## src/rtl/pixie_dma_arbiter_pkg.sv

```systemverilog
// pixie_dma_arbiter_pkg: shared constants for the display DMA arbiter and the pixie
package pixie_dma_arbiter_pkg;
   localparam int ADDR_W_DEF   = 12;
   localparam int PEND_MAX_DEF = 2;
   localparam logic [2:0] ST_IDLE    = 3'd0;
   localparam logic [2:0] ST_DMA_RD  = 3'd1;
   localparam logic [2:0] ST_DMA_CAP = 3'd2;
   localparam logic [2:0] ST_CPU_RD  = 3'd3;
   localparam logic [2:0] ST_CPU_CAP = 3'd4;
   localparam logic [2:0] ST_CPU_WR  = 3'd5;
   typedef enum logic [1:0] {SC_FETCH = 2'b00, SC_EXEC = 2'b01, SC_DMA = 2'b10, SC_INT = 2'b11} sc_t;
   function automatic int pend_w(input int pmax);
      return $clog2(pmax + 1);
   endfunction
endpackage

```

## src/rtl/pixie_dma_arbiter_if.sv

```systemverilog
// pixie_dma_arbiter_if: CPU, RAM and display-fetch signals of the arbiter
interface pixie_dma_arbiter_if import pixie_dma_arbiter_pkg::*; #(parameter int ADDR_W = ADDR_W_DEF);
   logic              dma_req;
   logic              frame_start;
   logic [ADDR_W-1:0] base_addr;
   logic              cpu_req;
   logic              cpu_we;
   logic [ADDR_W-1:0] cpu_addr;
   logic [7:0]        cpu_wdata;
   logic              cpu_ack;
   logic [7:0]        cpu_rdata;
   logic [ADDR_W-1:0] mem_addr;
   logic              mem_we;
   logic [7:0]        mem_wdata;
   logic [7:0]        mem_rdata;
   logic [7:0]        dma_data;
   logic              dma_valid;
   logic              overrun;
   modport slave (
      input  dma_req, frame_start, base_addr, cpu_req, cpu_we, cpu_addr, cpu_wdata, mem_rdata,
      output cpu_ack, cpu_rdata, mem_addr, mem_we, mem_wdata, dma_data, dma_valid, overrun
   );
   modport master (
      output dma_req, frame_start, base_addr, cpu_req, cpu_we, cpu_addr, cpu_wdata, mem_rdata,
      input  cpu_ack, cpu_rdata, mem_addr, mem_we, mem_wdata, dma_data, dma_valid, overrun
   );
endinterface

```

## src/rtl/pixie_dma_arbiter_dma_ptr_counter.sv

```systemverilog
// dma_ptr_counter: display refresh pointer, pending-fetch counter and sticky overrun flag
module dma_ptr_counter import pixie_dma_arbiter_pkg::*; #(
   parameter int ADDR_W   = ADDR_W_DEF,
   parameter int PEND_MAX = PEND_MAX_DEF
) (
   input  logic              i_clock,
   input  logic              i_reset_n,
   input  logic              i_dma_req,
   input  logic              i_frame_start,
   input  logic [ADDR_W-1:0] i_base_addr,
   input  logic              i_issue,
   output logic [ADDR_W-1:0] o_ptr,
   output logic              o_pend_nz,
   output logic              o_overrun
);
   localparam int PW = pend_w(PEND_MAX);
   logic [ADDR_W-1:0] r_ptr;
   logic [PW-1:0]     r_pend;
   logic              r_overrun;
   logic              w_drop;
   logic              w_inc;
   // a full counter only loses a request when no fetch frees a slot that cycle
   assign w_drop    = i_dma_req && (r_pend == PW'(PEND_MAX)) && !i_issue;
   assign w_inc     = i_dma_req && !w_drop;
   assign o_ptr     = r_ptr;
   assign o_pend_nz = r_pend != '0;
   assign o_overrun = r_overrun;
   // reload beats increment; issue already latched the old pointer into mem_addr
   always_ff @(posedge i_clock) begin
      if (!i_reset_n) begin
         r_ptr     <= '0;
         r_pend    <= '0;
         r_overrun <= 1'b0;
      end else begin
         r_ptr     <= i_frame_start ? i_base_addr : i_issue ? r_ptr + ADDR_W'(1) : r_ptr;
         r_pend    <= r_pend + PW'(w_inc) - PW'(i_issue);
         r_overrun <= r_overrun | w_drop;
      end
   end
endmodule

```

## src/rtl/pixie_dma_arbiter.sv

```systemverilog
// pixie_dma_arbiter: shares one RAM port between CPU accesses and display DMA fetches
module pixie_dma_arbiter import pixie_dma_arbiter_pkg::*; #(
   parameter int ADDR_W   = ADDR_W_DEF,
   parameter int PEND_MAX = PEND_MAX_DEF
) (
   input  logic              i_clock,
   input  logic              i_reset_n,
   pixie_dma_arbiter_if.slave io_bus
);
   logic [2:0]        r_state;
   logic [ADDR_W-1:0] r_mem_addr;
   logic              r_mem_we;
   logic [7:0]        r_mem_wdata;
   logic [7:0]        r_dma_data;
   logic              r_dma_valid;
   logic [7:0]        r_cpu_rdata;
   logic              r_cpu_ack;
   logic [2:0]        w_next;
   logic [ADDR_W-1:0] w_ptr;
   logic              w_pend_nz;
   logic              w_overrun;
   logic              w_issue;
   logic              w_cpu_go;
   logic              w_cpu_wr;
   dma_ptr_counter #(.ADDR_W(ADDR_W), .PEND_MAX(PEND_MAX)) u_ptr (
      .i_clock       (i_clock),
      .i_reset_n     (i_reset_n),
      .i_dma_req     (io_bus.dma_req),
      .i_frame_start (io_bus.frame_start),
      .i_base_addr   (io_bus.base_addr),
      .i_issue       (w_issue),
      .o_ptr         (w_ptr),
      .o_pend_nz     (w_pend_nz),
      .o_overrun     (w_overrun)
   );
   // display fetches win every IDLE arbitration; nothing preempts a running access
   assign w_issue  = (r_state == ST_IDLE) && w_pend_nz;
   assign w_cpu_go = (r_state == ST_IDLE) && !w_pend_nz && io_bus.cpu_req;
   assign w_cpu_wr = w_cpu_go && io_bus.cpu_we;
   // next-state selection
   always_comb begin
      w_next = (r_state == ST_IDLE)   ? (w_issue ? ST_DMA_RD : w_cpu_go ? (io_bus.cpu_we ? ST_CPU_WR : ST_CPU_RD) : ST_IDLE) :
               (r_state == ST_DMA_RD) ? ST_DMA_CAP :
               (r_state == ST_CPU_RD) ? ST_CPU_CAP : ST_IDLE;
   end
   // state register; reset abandons any access in flight
   always_ff @(posedge i_clock) begin
      if (!i_reset_n) r_state <= ST_IDLE;
      else            r_state <= w_next;
   end
   // RAM port drive and capture of read data one cycle after the address phase
   always_ff @(posedge i_clock) begin
      if (!i_reset_n) begin
         r_mem_addr  <= '0;
         r_mem_we    <= 1'b0;
         r_mem_wdata <= '0;
         r_dma_data  <= '0;
         r_dma_valid <= 1'b0;
         r_cpu_rdata <= '0;
         r_cpu_ack   <= 1'b0;
      end else begin
         r_mem_addr  <= w_issue ? w_ptr : w_cpu_go ? io_bus.cpu_addr : r_mem_addr;
         r_mem_we    <= w_cpu_wr;
         r_mem_wdata <= w_cpu_wr ? io_bus.cpu_wdata : r_mem_wdata;
         r_dma_data  <= (r_state == ST_DMA_CAP) ? io_bus.mem_rdata : r_dma_data;
         r_dma_valid <= r_state == ST_DMA_CAP;
         r_cpu_rdata <= (r_state == ST_CPU_CAP) ? io_bus.mem_rdata : r_cpu_rdata;
         r_cpu_ack   <= (r_state == ST_CPU_CAP) || (r_state == ST_CPU_WR);
      end
   end
   assign io_bus.mem_addr  = r_mem_addr;
   assign io_bus.mem_we    = r_mem_we;
   assign io_bus.mem_wdata = r_mem_wdata;
   assign io_bus.dma_data  = r_dma_data;
   assign io_bus.dma_valid = r_dma_valid;
   assign io_bus.cpu_rdata = r_cpu_rdata;
   assign io_bus.cpu_ack   = r_cpu_ack;
   assign io_bus.overrun   = w_overrun;
endmodule

```

## src/flat_wrapper.sv

```systemverilog
// flat-port wrapper written by rule: the top's interface ports become plain ports
module pixie_dma_arbiter_flat import pixie_dma_arbiter_pkg::*;
#(
   parameter int ADDR_W   = ADDR_W_DEF,
   parameter int PEND_MAX = PEND_MAX_DEF
)
  (i_clock, i_reset_n, io_bus_dma_req, io_bus_frame_start, io_bus_base_addr, io_bus_cpu_req, io_bus_cpu_we, io_bus_cpu_addr, io_bus_cpu_wdata, io_bus_mem_rdata, io_bus_cpu_ack, io_bus_cpu_rdata, io_bus_mem_addr, io_bus_mem_we, io_bus_mem_wdata, io_bus_dma_data, io_bus_dma_valid, io_bus_overrun);
  pixie_dma_arbiter_if #(.ADDR_W(ADDR_W)) io_bus_i ();
  input  logic i_clock;
  input  logic i_reset_n;
  input wire logic [$bits(io_bus_i.dma_req)-1:0] io_bus_dma_req;
  input wire logic [$bits(io_bus_i.frame_start)-1:0] io_bus_frame_start;
  input wire logic [$bits(io_bus_i.base_addr)-1:0] io_bus_base_addr;
  input wire logic [$bits(io_bus_i.cpu_req)-1:0] io_bus_cpu_req;
  input wire logic [$bits(io_bus_i.cpu_we)-1:0] io_bus_cpu_we;
  input wire logic [$bits(io_bus_i.cpu_addr)-1:0] io_bus_cpu_addr;
  input wire logic [$bits(io_bus_i.cpu_wdata)-1:0] io_bus_cpu_wdata;
  input wire logic [$bits(io_bus_i.mem_rdata)-1:0] io_bus_mem_rdata;
  output wire logic [$bits(io_bus_i.cpu_ack)-1:0] io_bus_cpu_ack;
  output wire logic [$bits(io_bus_i.cpu_rdata)-1:0] io_bus_cpu_rdata;
  output wire logic [$bits(io_bus_i.mem_addr)-1:0] io_bus_mem_addr;
  output wire logic [$bits(io_bus_i.mem_we)-1:0] io_bus_mem_we;
  output wire logic [$bits(io_bus_i.mem_wdata)-1:0] io_bus_mem_wdata;
  output wire logic [$bits(io_bus_i.dma_data)-1:0] io_bus_dma_data;
  output wire logic [$bits(io_bus_i.dma_valid)-1:0] io_bus_dma_valid;
  output wire logic [$bits(io_bus_i.overrun)-1:0] io_bus_overrun;
  assign io_bus_i.dma_req = io_bus_dma_req;
  assign io_bus_i.frame_start = io_bus_frame_start;
  assign io_bus_i.base_addr = io_bus_base_addr;
  assign io_bus_i.cpu_req = io_bus_cpu_req;
  assign io_bus_i.cpu_we = io_bus_cpu_we;
  assign io_bus_i.cpu_addr = io_bus_cpu_addr;
  assign io_bus_i.cpu_wdata = io_bus_cpu_wdata;
  assign io_bus_i.mem_rdata = io_bus_mem_rdata;
  assign io_bus_cpu_ack = io_bus_i.cpu_ack;
  assign io_bus_cpu_rdata = io_bus_i.cpu_rdata;
  assign io_bus_mem_addr = io_bus_i.mem_addr;
  assign io_bus_mem_we = io_bus_i.mem_we;
  assign io_bus_mem_wdata = io_bus_i.mem_wdata;
  assign io_bus_dma_data = io_bus_i.dma_data;
  assign io_bus_dma_valid = io_bus_i.dma_valid;
  assign io_bus_overrun = io_bus_i.overrun;
  pixie_dma_arbiter #(.ADDR_W(ADDR_W), .PEND_MAX(PEND_MAX)) u_core (.i_clock(i_clock), .i_reset_n(i_reset_n), .io_bus(io_bus_i));
endmodule
```

## config.mk

```make
export PLATFORM = sky130hd
export DESIGN_NAME = pixie_dma_arbiter_flat
export DESIGN_NICKNAME = d
export VERILOG_FILES = /design/src/rtl/pixie_dma_arbiter_pkg.sv /design/src/rtl/pixie_dma_arbiter_if.sv /design/src/rtl/pixie_dma_arbiter_dma_ptr_counter.sv /design/src/rtl/pixie_dma_arbiter.sv /design/src/flat_wrapper.sv
export SDC_FILE = /design/constraint.sdc
export NUM_CORES = 1
export LEC_CHECK = 0
export BUFFER_PORTS_ARGS = -buffer_cell sky130_fd_sc_hd__buf_2
export CORE_AREA = 5 5 75 77
export DETAILED_ROUTE_END_ITERATION = 8
export DIE_AREA = 0 0 80 82
export PLACE_DENSITY = 0.77
export SYNTH_ARGS = -nofsm -noshare
export SYNTH_HDL_FRONTEND = slang
export SYNTH_SLANG_ARGS = --single-unit
```

## constraint.sdc

```tcl
create_clock -name i_clock -period 3.25 [get_ports i_clock]
set_clock_uncertainty 0.15 [all_clocks]
set_input_delay 0.325 -clock i_clock [delete_from_list [all_inputs] [get_ports i_clock]]
set_output_delay 0.325 -clock i_clock [all_outputs]
set_load 0.01 [all_outputs]
```

==> results.cfg <==
[die]
die_area_sq_mm = 0.006560
start_util_pct = 46.18
die_w_um = 80
design.core.area_sq_mm = 0.004945
row_count = 26
die_h_um = 82
num_io_pins = 86

[timing]
tns_ns = 0
maxSlewViolCount = 0
setup-violations-final = 0
fin_crit_ns = 2.649
fmax_mhz = 377.5
rsz0062_at_grt = no
hold_viol_final = 0
min_period_over_period_pct = 81.50
maxSlewHeadroom_pct = 39.41
tightest_slew_ns = 0.9027
setup_ws_ns = 0.6013

[place]
gp_congestion = 0.7992
dp_slack_ns = 0.6621
dp_hpwl_um = 4139
portBuffers = 85

[yosys]
syn_area_per_cell_sq_um = 8.816
ys_warn_count = 0
synth_area_leader_cell = dfxtp_1
synth_area_leaders = dfxtp_1, mux2i_1, nor2_1, a21oi_1, nand2_1
synth_top_area_share_pct = 49.97
synth.net_count = 308
synthArstFlopShare_pct = 0
yosys.cell_types.count = 33
syn_area_sq_mm = 0.002283
ys.flop_type = dfxtp_1
seq_area_frac_synth_pct = 49.97
ys_ff_latch = 57
syn_inst = 259
synth_edf_count = 0

[setup_path]
ff2ff_setup_slack_ns = 0.60
cp-end-kind = flip-flop
crit_fanout = 16
startpoint_type = flip-flop
crit_arrival_ns = 2.73
crit_type = reg -> reg
crit_required_ns = 3.33
r2r-start = u_core.r_state[1]
ff2ff_path_depth = 10
r2r-end = u_core.u_ptr.r_pend[1]

[clock_tree]
clk_latency_ns = 0.34
clkTransAtPathRegs_ns = 0.07
ctsResizeCount = 0
root_buffer = clkbuf_8
holdBufCountCts = 0
cts_tree = yes
cts_sinks = 57
cts_buffers = 9
clk_path_buf_depth = 2
cts_setup_buffers = 0
h-tree-depth = 3

[power_and_ir_drop]
power_density_mw_per_mm2 = 820.6
p_leak_nw = 1.378
peakVddDrop_uv = 362.3

[layout]
syn2layout_area_growth_pct = 29.92
antennaDiodeCount = 0
finalNetCount = 392
drive_above_1_share_pct = 29.60
fillers = 472

[detailed_routing]
routed_via_density = 5.072
drt-total-wl_um = 5677
first_pass_iters = 4
ant_nets = 0
wl_per_cell_um = 13.58
vias = 2120
drt_iter0_drc = 131
drc = 0

[grt]
grt_usage_pct = 17.77
overflow = 0
antenna_found_initial = 0
grt_pass1_vias = 2003
grt_pass1_wl_um = 8907
grt_max_degree = 23

[min_path]
min_path_type = in -> reg
min_from = io_bus_cpu_wdata[3]
worstHoldEndpoint = u_core.io_bus.mem_wdata[3]
min_path_cells = 3

[run]
maxCapViolCount = 0

[outcome]
status = finished clean
-- stage by stage --
step	hold slack [ns]	util, %	area, sq um	power (mW)	std cells
floorplan	0.3110	-	2283	1.476	259
global placement	0.2896	55.72	2755	1.710	402
detailed placement	0.2941	55.72	2755	1.731	402
CTS	0.06840	59.99	2967	2.456	418
global route	0.07308	59.99	2967	2.593	418
finish	0.07574	59.99	2967	2.434	418
-- critical path, stage by stage (launching register included) --
cell	delay [ns]
dfxtp_1	0.45
nor3_1	0.08
buf_4	0.17
o21ai_1	0.48
inv_1	0.25
ha_1	0.35
inv_1	0.07
ha_1	0.16
xor2_1	0.18
xnor2_1	0.14
nor2_1	0.05
-- Yosys cell counts, drive strengths merged (2+ instances only) --
master	instances
dfxtp	57
nor2	34
nand2	23
a21oi	21
mux2i	18
o21ai	18
nor3	13
clkbuf	11
o22ai	9
inv	7
xnor2	6
nand3	5
a31oi	4
nand4	4
xor2	4
buf	3
ha	3
or3	3
and2	2
and3	2
nand2b	2
nor3b	2
-- worst max-delay path by stage --
stage,cells past startpoint,startpoint,end
final,10,u_core.r_state[1],u_core.u_ptr.r_pend[1]
after global placement,10,u_core.r_state[1],u_core.u_ptr.r_pend[1]
after detailed placement,10,u_core.r_state[1],u_core.u_ptr.r_pend[1]
after floorplan,10,u_core.r_state[1],u_core.u_ptr.r_pend[1]
after CTS,10,u_core.r_state[1],u_core.u_ptr.r_pend[1]
after global routing,10,u_core.r_state[1],u_core.u_ptr.r_pend[1]
-- state kept, by name (all words and copies together) (netlist names), 2 cells and up --
signal / cells
u_core.io_bus.cpu_rdata: 8
u_core.u_ptr.o_ptr: 12
u_core.io_bus.mem_addr: 12
u_core.io_bus.dma_data: 8
u_core.r_state: 3
u_core.u_ptr.r_pend: 2
u_core.io_bus.mem_wdata: 8
-- cells in the final DEF (no fill, tap or decap), drive strengths merged, types with 3 or more instances in the layout --
cell,n
buf,87
nand4,4
a31oi,4
o22ai,9
a21oi,21
nor3,13
dfxtp,57
nand3,5
o21ai,18
mux2i,18
ha,3
nand2,23
or3,3
inv,7
clkbuf,11
xnor2,6
xor2,4
nor2,34
-- final cells by class --
cell class	instances	area, sq um	area share (%)
clock inverters	5	80.08	2.699
inverters	7	26.28	0.8857
clock buffers	11	131.4	4.429
well taps	70	87.58	2.952
repair buffers	87	440.4	14.85
flip-flops and latches	57	1141	38.46
multi-input cells	181	1060	35.72
-- report_power, final --
group	switching, mW	leakage (nW)	internal, mW
Sequential	0.106	0.467	0.851
Combinational	0.446	0.811	0.317
Clock	0.283	0.0995	0.431
-- layer usage --
| metal | vias up | track usage [%] | wire, um |
|---|---|---|---|
| met1 | 959 | 19.82 | 2271 |
| met2 | 62 | 30.05 | 2875 |
| met4 | 0 | 11.66 | 185 |
| li1 | 1078 | - | - |
| met5 | - | 0 | 0 |
| met3 | 21 | 4.496 | 344 |
-- cells by family after synthesis --
kind of cell / Yosys count / share of synthesized area, %
xor+xnor: 10 / 3.835
fa+ha+maj: 3 / 1.644
compound gates: 56 / 13.75
simple gates: 94 / 19.07
mux: 18 / 7.890
buf+inv: 21 / 3.835
flops: 57 / 49.97
Note: power is estimated with default switching activity, not from simulation.
